### src/rtl/daisy_link_ctrl_if.sv
// System-bus connection between the link bring-up sequencer (master) and the
// daisy block register space (slave).
interface daisy_link_ctrl_if;
  logic [31:0] m_addr_o;
  logic [31:0] m_wdata_o;
  logic [3:0]  m_sel_o;
  logic        m_wen_o;
  logic        m_ren_o;
  logic [31:0] m_rdata_i;
  logic        m_ack_i;
  logic        m_err_i;

  modport master (
    output m_addr_o, m_wdata_o, m_sel_o, m_wen_o, m_ren_o,
    input  m_rdata_i, m_ack_i, m_err_i
  );

  modport slave (
    input  m_addr_o, m_wdata_o, m_sel_o, m_wen_o, m_ren_o,
    output m_rdata_i, m_ack_i, m_err_i
  );
endinterface

### src/rtl/daisy_link_ctrl.sv
// Daisy-chain link bring-up sequencer: enables TX/RX, trains, runs a PRBS test
// window, switches to working data, and retries or tears down on request.
module daisy_link_ctrl #(
  parameter logic [31:0] BASE_ADDR = 32'h0,
  parameter int unsigned POLL_MAX  = 1024,
  parameter int unsigned TEST_CYC  = 65536,
  parameter int unsigned MIN_DAT   = 1000,
  parameter int unsigned MAX_RETRY = 3,
  parameter int unsigned ACK_TO    = 16
) (
  input  logic               sys_clk_i,
  input  logic               sys_rst_i,
  input  logic               start_i,
  input  logic               stop_i,
  daisy_link_ctrl_if.master  bus,
  output logic               link_up_o,
  output logic               busy_o,
  output logic               fail_o,
  output logic [3:0]         state_o,
  output logic [1:0]         retry_o,
  output logic [31:0]        tst_err_o
);
  localparam int unsigned PW = $clog2(POLL_MAX + 1);
  localparam int unsigned WW = $clog2(TEST_CYC + 1);
  localparam int unsigned TW = $clog2(ACK_TO + 1);

  typedef enum logic [3:0] {
    S_IDLE    = 4'd0,  S_EN      = 4'd1,  S_SEL_TRN = 4'd2,  S_TRN_ON  = 4'd3,
    S_POLL    = 4'd4,  S_TRN_OFF = 4'd5,  S_SEL_TST = 4'd6,  S_CLR     = 4'd7,
    S_WAIT    = 4'd8,  S_RD_ERR  = 4'd9,  S_RD_DAT  = 4'd10, S_SEL_WRK = 4'd11,
    S_UP      = 4'd12, S_RETRY   = 4'd13, S_DOWN    = 4'd14, S_FAIL    = 4'd15
  } state_e;

  state_e        state_q, state_d;
  logic          step_q, step_d;
  logic          pend_q, pend_d;
  logic [TW-1:0] to_q, to_d;
  logic [PW-1:0] poll_q, poll_d;
  logic [WW-1:0] wait_q, wait_d;
  logic [1:0]    retry_q, retry_d;
  logic          fail_q, fail_d;
  logic [31:0]   tst_err_q, tst_err_d;
  logic [31:0]   addr_q, addr_d;
  logic [31:0]   wdata_q, wdata_d;
  logic          wen_q, wen_d;
  logic          ren_q, ren_d;
  logic          start_q;
  logic          stop_pend_q, stop_pend_d;
  logic          busy_q, link_up_q;

  logic          start_edge, stop_live, stop_now;
  logic          has_bus, req_rd;
  logic [7:0]    req_off;
  logic [31:0]   req_dat;

  assign start_edge = start_i & ~start_q;
  assign stop_live  = stop_i && (state_q != S_IDLE) && (state_q != S_DOWN);
  assign stop_now   = stop_pend_q | stop_live;

  // step_q selects the second access of the two-write states.
  always_comb begin
    has_bus = 1'b1;
    req_rd  = 1'b0;
    req_off = '0;
    req_dat = '0;
    case (state_q)
      S_EN:      req_dat = 32'd3;
      S_SEL_TRN: begin req_off = 8'h04; req_dat = 32'd3; end
      S_TRN_ON:  begin req_off = 8'h08; req_dat = 32'd1; end
      S_POLL:    begin req_off = 8'h08; req_rd = 1'b1; end
      S_TRN_OFF: req_off = 8'h08;
      S_SEL_TST: begin req_off = 8'h04; req_dat = 32'd5; end
      S_CLR:     begin req_off = 8'h10; req_dat = {31'b0, ~step_q}; end
      S_RD_ERR:  begin req_off = 8'h14; req_rd = 1'b1; end
      S_RD_DAT:  begin req_off = 8'h18; req_rd = 1'b1; end
      S_SEL_WRK: begin req_off = 8'h04; req_dat = 32'd1; end
      S_RETRY:   req_off = step_q ? 8'h04 : 8'h08;
      S_DOWN:    req_off = step_q ? 8'h00 : 8'h04;
      default:   has_bus = 1'b0;
    endcase
  end

  always_comb begin
    state_d     = state_q;
    step_d      = step_q;
    pend_d      = pend_q;
    to_d        = to_q;
    poll_d      = poll_q;
    wait_d      = wait_q;
    retry_d     = retry_q;
    fail_d      = fail_q;
    tst_err_d   = tst_err_q;
    addr_d      = addr_q;
    wdata_d     = wdata_q;
    wen_d       = 1'b0;
    ren_d       = 1'b0;
    stop_pend_d = stop_pend_q | stop_live;

    if (has_bus) begin
      if (!pend_q) begin
        if (stop_now) begin
          state_d = S_DOWN;
        end else if (state_q == S_RETRY && !step_q && 32'(retry_q) >= MAX_RETRY) begin
          state_d = S_FAIL;
          fail_d  = 1'b1;
        end else begin
          if (state_q == S_RETRY && !step_q) retry_d = retry_q + 2'd1;
          pend_d  = 1'b1;
          to_d    = '0;
          addr_d  = BASE_ADDR + {24'b0, req_off};
          wdata_d = req_dat;
          wen_d   = ~req_rd;
          ren_d   = req_rd;
        end
      end else if (!(wen_q || ren_q)) begin
        // An ack in the strobe cycle itself is not a completion.
        if (bus.m_ack_i || to_q == TW'(ACK_TO - 1)) begin
          pend_d = 1'b0;
          if (stop_now) begin
            state_d = S_DOWN;
          end else if (!bus.m_ack_i || bus.m_err_i) begin
            state_d = S_FAIL;
            fail_d  = 1'b1;
          end else begin
            case (state_q)
              S_EN:      state_d = S_SEL_TRN;
              S_SEL_TRN: state_d = S_TRN_ON;
              S_TRN_ON:  state_d = S_POLL;
              S_POLL: begin
                if (bus.m_rdata_i[4])                state_d = S_TRN_OFF;
                else if (poll_q == PW'(POLL_MAX - 1)) state_d = S_RETRY;
                else                                  poll_d  = poll_q + PW'(1);
              end
              S_TRN_OFF: state_d = S_SEL_TST;
              S_SEL_TST: state_d = S_CLR;
              S_CLR:     if (step_q) state_d = S_WAIT; else step_d = 1'b1;
              S_RD_ERR: begin
                tst_err_d = bus.m_rdata_i;
                state_d   = S_RD_DAT;
              end
              S_RD_DAT:  state_d = (tst_err_q == '0 && bus.m_rdata_i >= MIN_DAT)
                                   ? S_SEL_WRK : S_RETRY;
              S_SEL_WRK: state_d = S_UP;
              S_RETRY:   if (step_q) state_d = S_SEL_TRN; else step_d = 1'b1;
              S_DOWN: begin
                if (step_q) begin
                  state_d = S_IDLE;
                  retry_d = '0;
                end else begin
                  step_d = 1'b1;
                end
              end
              default: ;
            endcase
          end
        end else begin
          to_d = to_q + TW'(1);
        end
      end
    end else begin
      case (state_q)
        S_IDLE: begin
          if (start_edge && !stop_i) begin
            state_d = S_EN;
            retry_d = '0;
            fail_d  = 1'b0;
          end
        end
        S_WAIT: begin
          if (stop_now)                        state_d = S_DOWN;
          else if (wait_q == WW'(TEST_CYC - 1)) state_d = S_RD_ERR;
          else                                  wait_d  = wait_q + WW'(1);
        end
        S_UP:   if (stop_now) state_d = S_DOWN;
        S_FAIL: begin
          if (stop_i) begin
            state_d = S_DOWN;
            fail_d  = 1'b0;
          end else if (start_edge) begin
            state_d = S_EN;
            fail_d  = 1'b0;
            retry_d = '0;
          end
        end
        default: ;
      endcase
    end

    if (state_d != state_q) begin
      step_d = 1'b0;
      if (state_d == S_POLL) poll_d = '0;
      if (state_d == S_WAIT) wait_d = '0;
    end
    if (state_d == S_DOWN || state_d == S_IDLE) stop_pend_d = 1'b0;
  end

  always_ff @(posedge sys_clk_i or posedge sys_rst_i) begin
    if (sys_rst_i) begin
      state_q     <= S_IDLE;
      step_q      <= 1'b0;
      pend_q      <= 1'b0;
      to_q        <= '0;
      poll_q      <= '0;
      wait_q      <= '0;
      retry_q     <= '0;
      fail_q      <= 1'b0;
      tst_err_q   <= '0;
      addr_q      <= '0;
      wdata_q     <= '0;
      wen_q       <= 1'b0;
      ren_q       <= 1'b0;
      start_q     <= 1'b0;
      stop_pend_q <= 1'b0;
      busy_q      <= 1'b0;
      link_up_q   <= 1'b0;
    end else begin
      state_q     <= state_d;
      step_q      <= step_d;
      pend_q      <= pend_d;
      to_q        <= to_d;
      poll_q      <= poll_d;
      wait_q      <= wait_d;
      retry_q     <= retry_d;
      fail_q      <= fail_d;
      tst_err_q   <= tst_err_d;
      addr_q      <= addr_d;
      wdata_q     <= wdata_d;
      wen_q       <= wen_d;
      ren_q       <= ren_d;
      start_q     <= start_i;
      stop_pend_q <= stop_pend_d;
      busy_q      <= (state_d != S_IDLE) && (state_d != S_UP) && (state_d != S_FAIL);
      link_up_q   <= (state_d == S_UP);
    end
  end

  assign bus.m_addr_o  = addr_q;
  assign bus.m_wdata_o = wdata_q;
  assign bus.m_sel_o   = 4'hF;
  assign bus.m_wen_o   = wen_q;
  assign bus.m_ren_o   = ren_q;
  assign link_up_o     = link_up_q;
  assign busy_o        = busy_q;
  assign fail_o        = fail_q;
  assign state_o       = state_q;
  assign retry_o       = retry_q;
  assign tst_err_o     = tst_err_q;
endmodule

### src/flat_wrapper.sv
// flat-port wrapper written by rule: the top's interface ports become plain ports
module daisy_link_ctrl_flat 
#(
  parameter logic [31:0] BASE_ADDR = 32'h0,
  parameter int unsigned POLL_MAX  = 1024,
  parameter int unsigned TEST_CYC  = 65536,
  parameter int unsigned MIN_DAT   = 1000,
  parameter int unsigned MAX_RETRY = 3,
  parameter int unsigned ACK_TO    = 16
)
  (sys_clk_i, sys_rst_i, start_i, stop_i, link_up_o, busy_o, fail_o, state_o, retry_o, tst_err_o, bus_m_addr_o, bus_m_wdata_o, bus_m_sel_o, bus_m_wen_o, bus_m_ren_o, bus_m_rdata_i, bus_m_ack_i, bus_m_err_i);
  daisy_link_ctrl_if bus_i ();
  input  logic sys_clk_i;
  input  logic sys_rst_i;
  input  logic start_i;
  input  logic stop_i;
  output logic link_up_o;
  output logic busy_o;
  output logic fail_o;
  output logic [3:0] state_o;
  output logic [1:0] retry_o;
  output logic [31:0] tst_err_o;
  output wire logic [$bits(bus_i.m_addr_o)-1:0] bus_m_addr_o;
  output wire logic [$bits(bus_i.m_wdata_o)-1:0] bus_m_wdata_o;
  output wire logic [$bits(bus_i.m_sel_o)-1:0] bus_m_sel_o;
  output wire logic [$bits(bus_i.m_wen_o)-1:0] bus_m_wen_o;
  output wire logic [$bits(bus_i.m_ren_o)-1:0] bus_m_ren_o;
  input wire logic [$bits(bus_i.m_rdata_i)-1:0] bus_m_rdata_i;
  input wire logic [$bits(bus_i.m_ack_i)-1:0] bus_m_ack_i;
  input wire logic [$bits(bus_i.m_err_i)-1:0] bus_m_err_i;
  assign bus_m_addr_o = bus_i.m_addr_o;
  assign bus_m_wdata_o = bus_i.m_wdata_o;
  assign bus_m_sel_o = bus_i.m_sel_o;
  assign bus_m_wen_o = bus_i.m_wen_o;
  assign bus_m_ren_o = bus_i.m_ren_o;
  assign bus_i.m_rdata_i = bus_m_rdata_i;
  assign bus_i.m_ack_i = bus_m_ack_i;
  assign bus_i.m_err_i = bus_m_err_i;
  daisy_link_ctrl #(.BASE_ADDR(BASE_ADDR), .POLL_MAX(POLL_MAX), .TEST_CYC(TEST_CYC), .MIN_DAT(MIN_DAT), .MAX_RETRY(MAX_RETRY), .ACK_TO(ACK_TO)) u_core (.sys_clk_i(sys_clk_i), .sys_rst_i(sys_rst_i), .start_i(start_i), .stop_i(stop_i), .bus(bus_i), .link_up_o(link_up_o), .busy_o(busy_o), .fail_o(fail_o), .state_o(state_o), .retry_o(retry_o), .tst_err_o(tst_err_o));
endmodule
### config.mk
export PLATFORM = sky130hd
export DESIGN_NAME = daisy_link_ctrl_flat
export DESIGN_NICKNAME = d
export VERILOG_FILES = /design/src/rtl/daisy_link_ctrl_if.sv /design/src/rtl/daisy_link_ctrl.sv /design/src/flat_wrapper.sv
export SDC_FILE = /design/constraint.sdc
export NUM_CORES = 1
export LEC_CHECK = 0
export CORE_ASPECT_RATIO = 1.75
export CORE_MARGIN = 3
export CORE_UTILIZATION = 45
export CTS_CLUSTER_SIZE = 16
export DETAILED_ROUTE_END_ITERATION = 6
export PLACE_DENSITY = 0.76
export SYNTH_ARGS = -nofsm -noshare
export SYNTH_HDL_FRONTEND = slang
export SYNTH_SLANG_ARGS = --single-unit
export TNS_END_PERCENT = 30
### constraint.sdc
create_clock -name sys_clk_i -period 4.6 [get_ports sys_clk_i]
set_input_delay 1.38 -clock sys_clk_i [delete_from_list [all_inputs] [get_ports sys_clk_i]]
set_output_delay 1.38 -clock sys_clk_i [all_outputs]
set_load 0.05 [all_outputs]
==> reports/metrics.cfg <==
[synth]
synth_top_area_share_pct=40.4
synth.cell_area_sq_um=5320
netlist.top_cell.by_area=sky130_fd_sc_hd__dfrtp_1
asyncSetResetFlopFracSynth_pct=100
synth_top_cells_by_area=sky130_fd_sc_hd__dfrtp_1 40%, sky130_fd_sc_hd__buf_4 8.7%, sky130_fd_sc_hd__mux2_2 7.2%
post-synth-top-count-cell=sky130_fd_sc_hd__dfrtp_1
netlist_instances=563
dominantRegCellSynth=sky130_fd_sc_hd__dfrtp_1
yosys.cell_types.count=67
netlist_top_cells_count=86 x sky130_fd_sc_hd__dfrtp_1, 62 x sky130_fd_sc_hd__buf_4, 45 x sky130_fd_sc_hd__nor2_1
syn_area_per_cell_sq_um=9.46
synth_enable_flop_cells=0
ys_seq_elements=86
number_of_warnings_printed_during_yosys_synthesis=0
sequential_cell_area_fraction_in_the_yosys_report_pct=40.4

[timing]
setup_viol_count_final=0
period_share_pct=91.6
timing.final.hold_violations=0
maxSlewViolCount=0
fmaxAchievable_mhz=237
timing_worst_slew_pin_value_ns=0.822
slew_headroom_pct=45.2
period_needed_ns=4.21
clock_skew_ns=0.00614
rsz0062_at_grt=no
final.setup.tns_ns=0

[clock_tree]
clkSlewWorstSetupHoldPaths_ns=0.07
number_of_clock_buffers_inserted_by_tritoncts=9
cts_tree=yes
cts_htree_levels=3
cts_hold_buffers=0
insertion_delay_to_the_later_sink_of_the_worst_skew_pair_ns=0.34
cts.sink_count=86
cts-resized-gates=0
clock_tree.buffer_depth=2
cts_post_setup_buffers_inserted=0
clock_tree.root_cell=sky130_fd_sc_hd__clkbuf_16

[worst_setup_path]
timing.critical_path.cells=clkdlybuf4s50_1, nor4_1, nand4_1, o311ai_0, a41o_1, nand3_1, nor2_1, a31oi_1
cp.required_ns=4.78
cpPeakStageDelay_ns=0.69
crit_fanout=11
worst_setup_path_start_kind=primary input
cp.arrival_ns=4.40
timing_worst_setup_path_type=in -> reg
crit_path_end=u_core.poll_q[1]
setup.worst_path.end_class=flip-flop
reg2reg_setup_slack_ns=0.96
regToRegStartpoint=u_core.state_o[2]
library_cell_contributing_the_largest_single_delay_on_the_critical_path=sky130_fd_sc_hd__nor2_1
capturing_point_of_the_worst_reg2reg_path=u_core.poll_q[1]
crit_start=bus_m_rdata_i[13]
r2r_cells=8

[die]
die_w_um=88.2
placementRows=52
die_h_um=150
floorplan.die_area_sq_um=13200
design.core.area_sq_um=11600
initial_core_util_pct=46.0
floorplan.io_pins=149

[grt]
grt_max_degree=44
first_pass_grt_wire_length_um=22100
grt_util_overall_pct=21.3
first_global_vias=4637
grt.overflow.total=0
antenna_found_initial=0

[placement]
post-dp-hpwl_um=10200
dp_cells=765
gp_routability_congestion=0.936
number_of_i_o_port_buffers=86

[pwr]
pwr-share-comb_pct=48.0
share_seq_of_total_power_pct=31.1
leakagePower_nw=2.71
power.ir.vdd_worst_uv=289
cell_int_power_mw=1.72
power_density_nw_per_um2=512
switchingPower_mw=1.54
clkPwrFrac_pct=20.9
sw_frac_of_total_pct=47.2

[layout]
final-instance-count-excl-fill=781
layout-area-overhead-vs-synth_pct=19.6
antenna_cells=0
finalNetCount=684
filler_cell_count=1031
post_route_cells_drive_above_1_share_pct=13.0

[detailed_routing]
dr_total_vias=4484
drc_violations_left=0
wl_um=13700
via_per_inst=5.74
drt.antenna.violating_nets=0
detailedRoute.firstIterationViolations=372
routed_wire_length_per_instance_um=17.5
first_pass_iters=6

[status]
outcome=finished clean

[run]
maxCapViolCount=0

[hold_path]
timing.hold.worst.class=reg -> reg

==> worst min path at each step <==
stage	startpoint	endpoint	slack [ns]	cells after the start
after floorplan	u_core.poll_q[10]	u_core.poll_q[10]	0.48	2
after global placement	u_core.retry_o[1]	u_core.retry_o[1]	0.50	2
after detailed placement	u_core.bus.m_addr_o[3]	u_core.bus.m_addr_o[3]	0.52	2
after CTS	u_core.poll_q[10]	u_core.poll_q[10]	0.53	2
after global routing	u_core.poll_q[10]	u_core.poll_q[10]	0.56	2
final	u_core.poll_q[10]	u_core.poll_q[10]	0.52	2
==> metal layers <==
metal  track usage [%]  vias up  wire (um)
li1                  -     2085          -
met1              22.4     2114       4730
met2              37.8      243       7250
met3              6.01       42       1170
met4              10.1        0        500
met5                 0        -          0
==> state kept, by name (all words and copies together) (netlist names), 2 cells and up <==
| register | flops |
|---|---|
| u_core.tst_err_o | 32 |
| u_core.wait_q | 17 |
| u_core.bus.m_addr_o | 3 |
| u_core.state_o | 4 |
| u_core.poll_q | 11 |
| u_core.retry_o | 2 |
| u_core.bus.m_wdata_o | 3 |
| u_core.to_q | 5 |
==> area by class of cell <==
type                    instances  area [sq um]  area share [%]
flip-flops and latches         86          2150            33.8
well taps                     135           169            2.65
clock inverters                 6          46.3           0.727
repair buffers                102           981            15.4
clock buffers                  10           229            3.60
inverters                      13          50.0           0.786
multi-input cells             429          2740            43.0
==> logic make-up (layout without fill, tap and decap cells) <==
| logic type | after synthesis | count (layout) | share of synthesized area (%) |
|---|---|---|---|
| AOI/OAI and AO/OA | 118 | 118 | 16.2 |
| xor gates and xnor gates | 26 | 26 | 4.28 |
| adders and majority gates | 6 | 6 | 1.36 |
| buffers and inverters | 108 | 131 | 12.4 |
| DFF | 86 | 86 | 40.4 |
| muxes | 36 | 36 | 7.57 |
| other | 2 | 62 | 0.141 |
| and+or+nand+nor | 181 | 181 | 17.6 |
==> placed cells by master, fill, tap and decap left out, types with 17 or more instances in the layout <==
master and instances:
sky130_fd_sc_hd__dfrtp_1 86, sky130_fd_sc_hd__nand3_1 18, sky130_fd_sc_hd__mux2_2 34, sky130_fd_sc_hd__conb_1 62, sky130_fd_sc_hd__o21ai_0 22, sky130_fd_sc_hd__nand2_1 33
sky130_fd_sc_hd__a31oi_1 25, sky130_fd_sc_hd__xnor2_1 17, sky130_fd_sc_hd__nor2_1 44, sky130_fd_sc_hd__clkdlybuf4s50_1 86
==> stage by stage <==
step	cell area, sq um	setup slack, ns	hold WS [ns]	util (%)	power, mW
finish	6360	0.386	0.524	55.0	3.26
global route	6360	0.193	0.564	55.0	3.45
CTS	6360	0.416	0.529	55.0	3.26
detailed placement	6090	0.133	0.520	52.6	2.57
global placement	6090	0.315	0.501	52.6	2.53
floorplan	5550	0.998	0.480	-	2.18
==> worst max-delay path: cells and delay by family <==
family	cells	cell delay [ns]
and+or+nand+nor	4	1.46
AOI/OAI and AO/OA	3	1.15
buffers and inverters	1	0.42
==> power groups by stage <==
stage          combinational (mW)  sequential [mW]  clock (mW)
3_5_place_dp                 1.55             1.02           0
5_1_grt                      1.69             1.03       0.725
4_1_cts                      1.56             1.01       0.691
6_report                     1.57             1.01       0.681
2_1_floorplan               0.998             1.19           0
3_3_place_gp                 1.51             1.02           0
No activity file was read; power rests on OpenSTA's default activity.
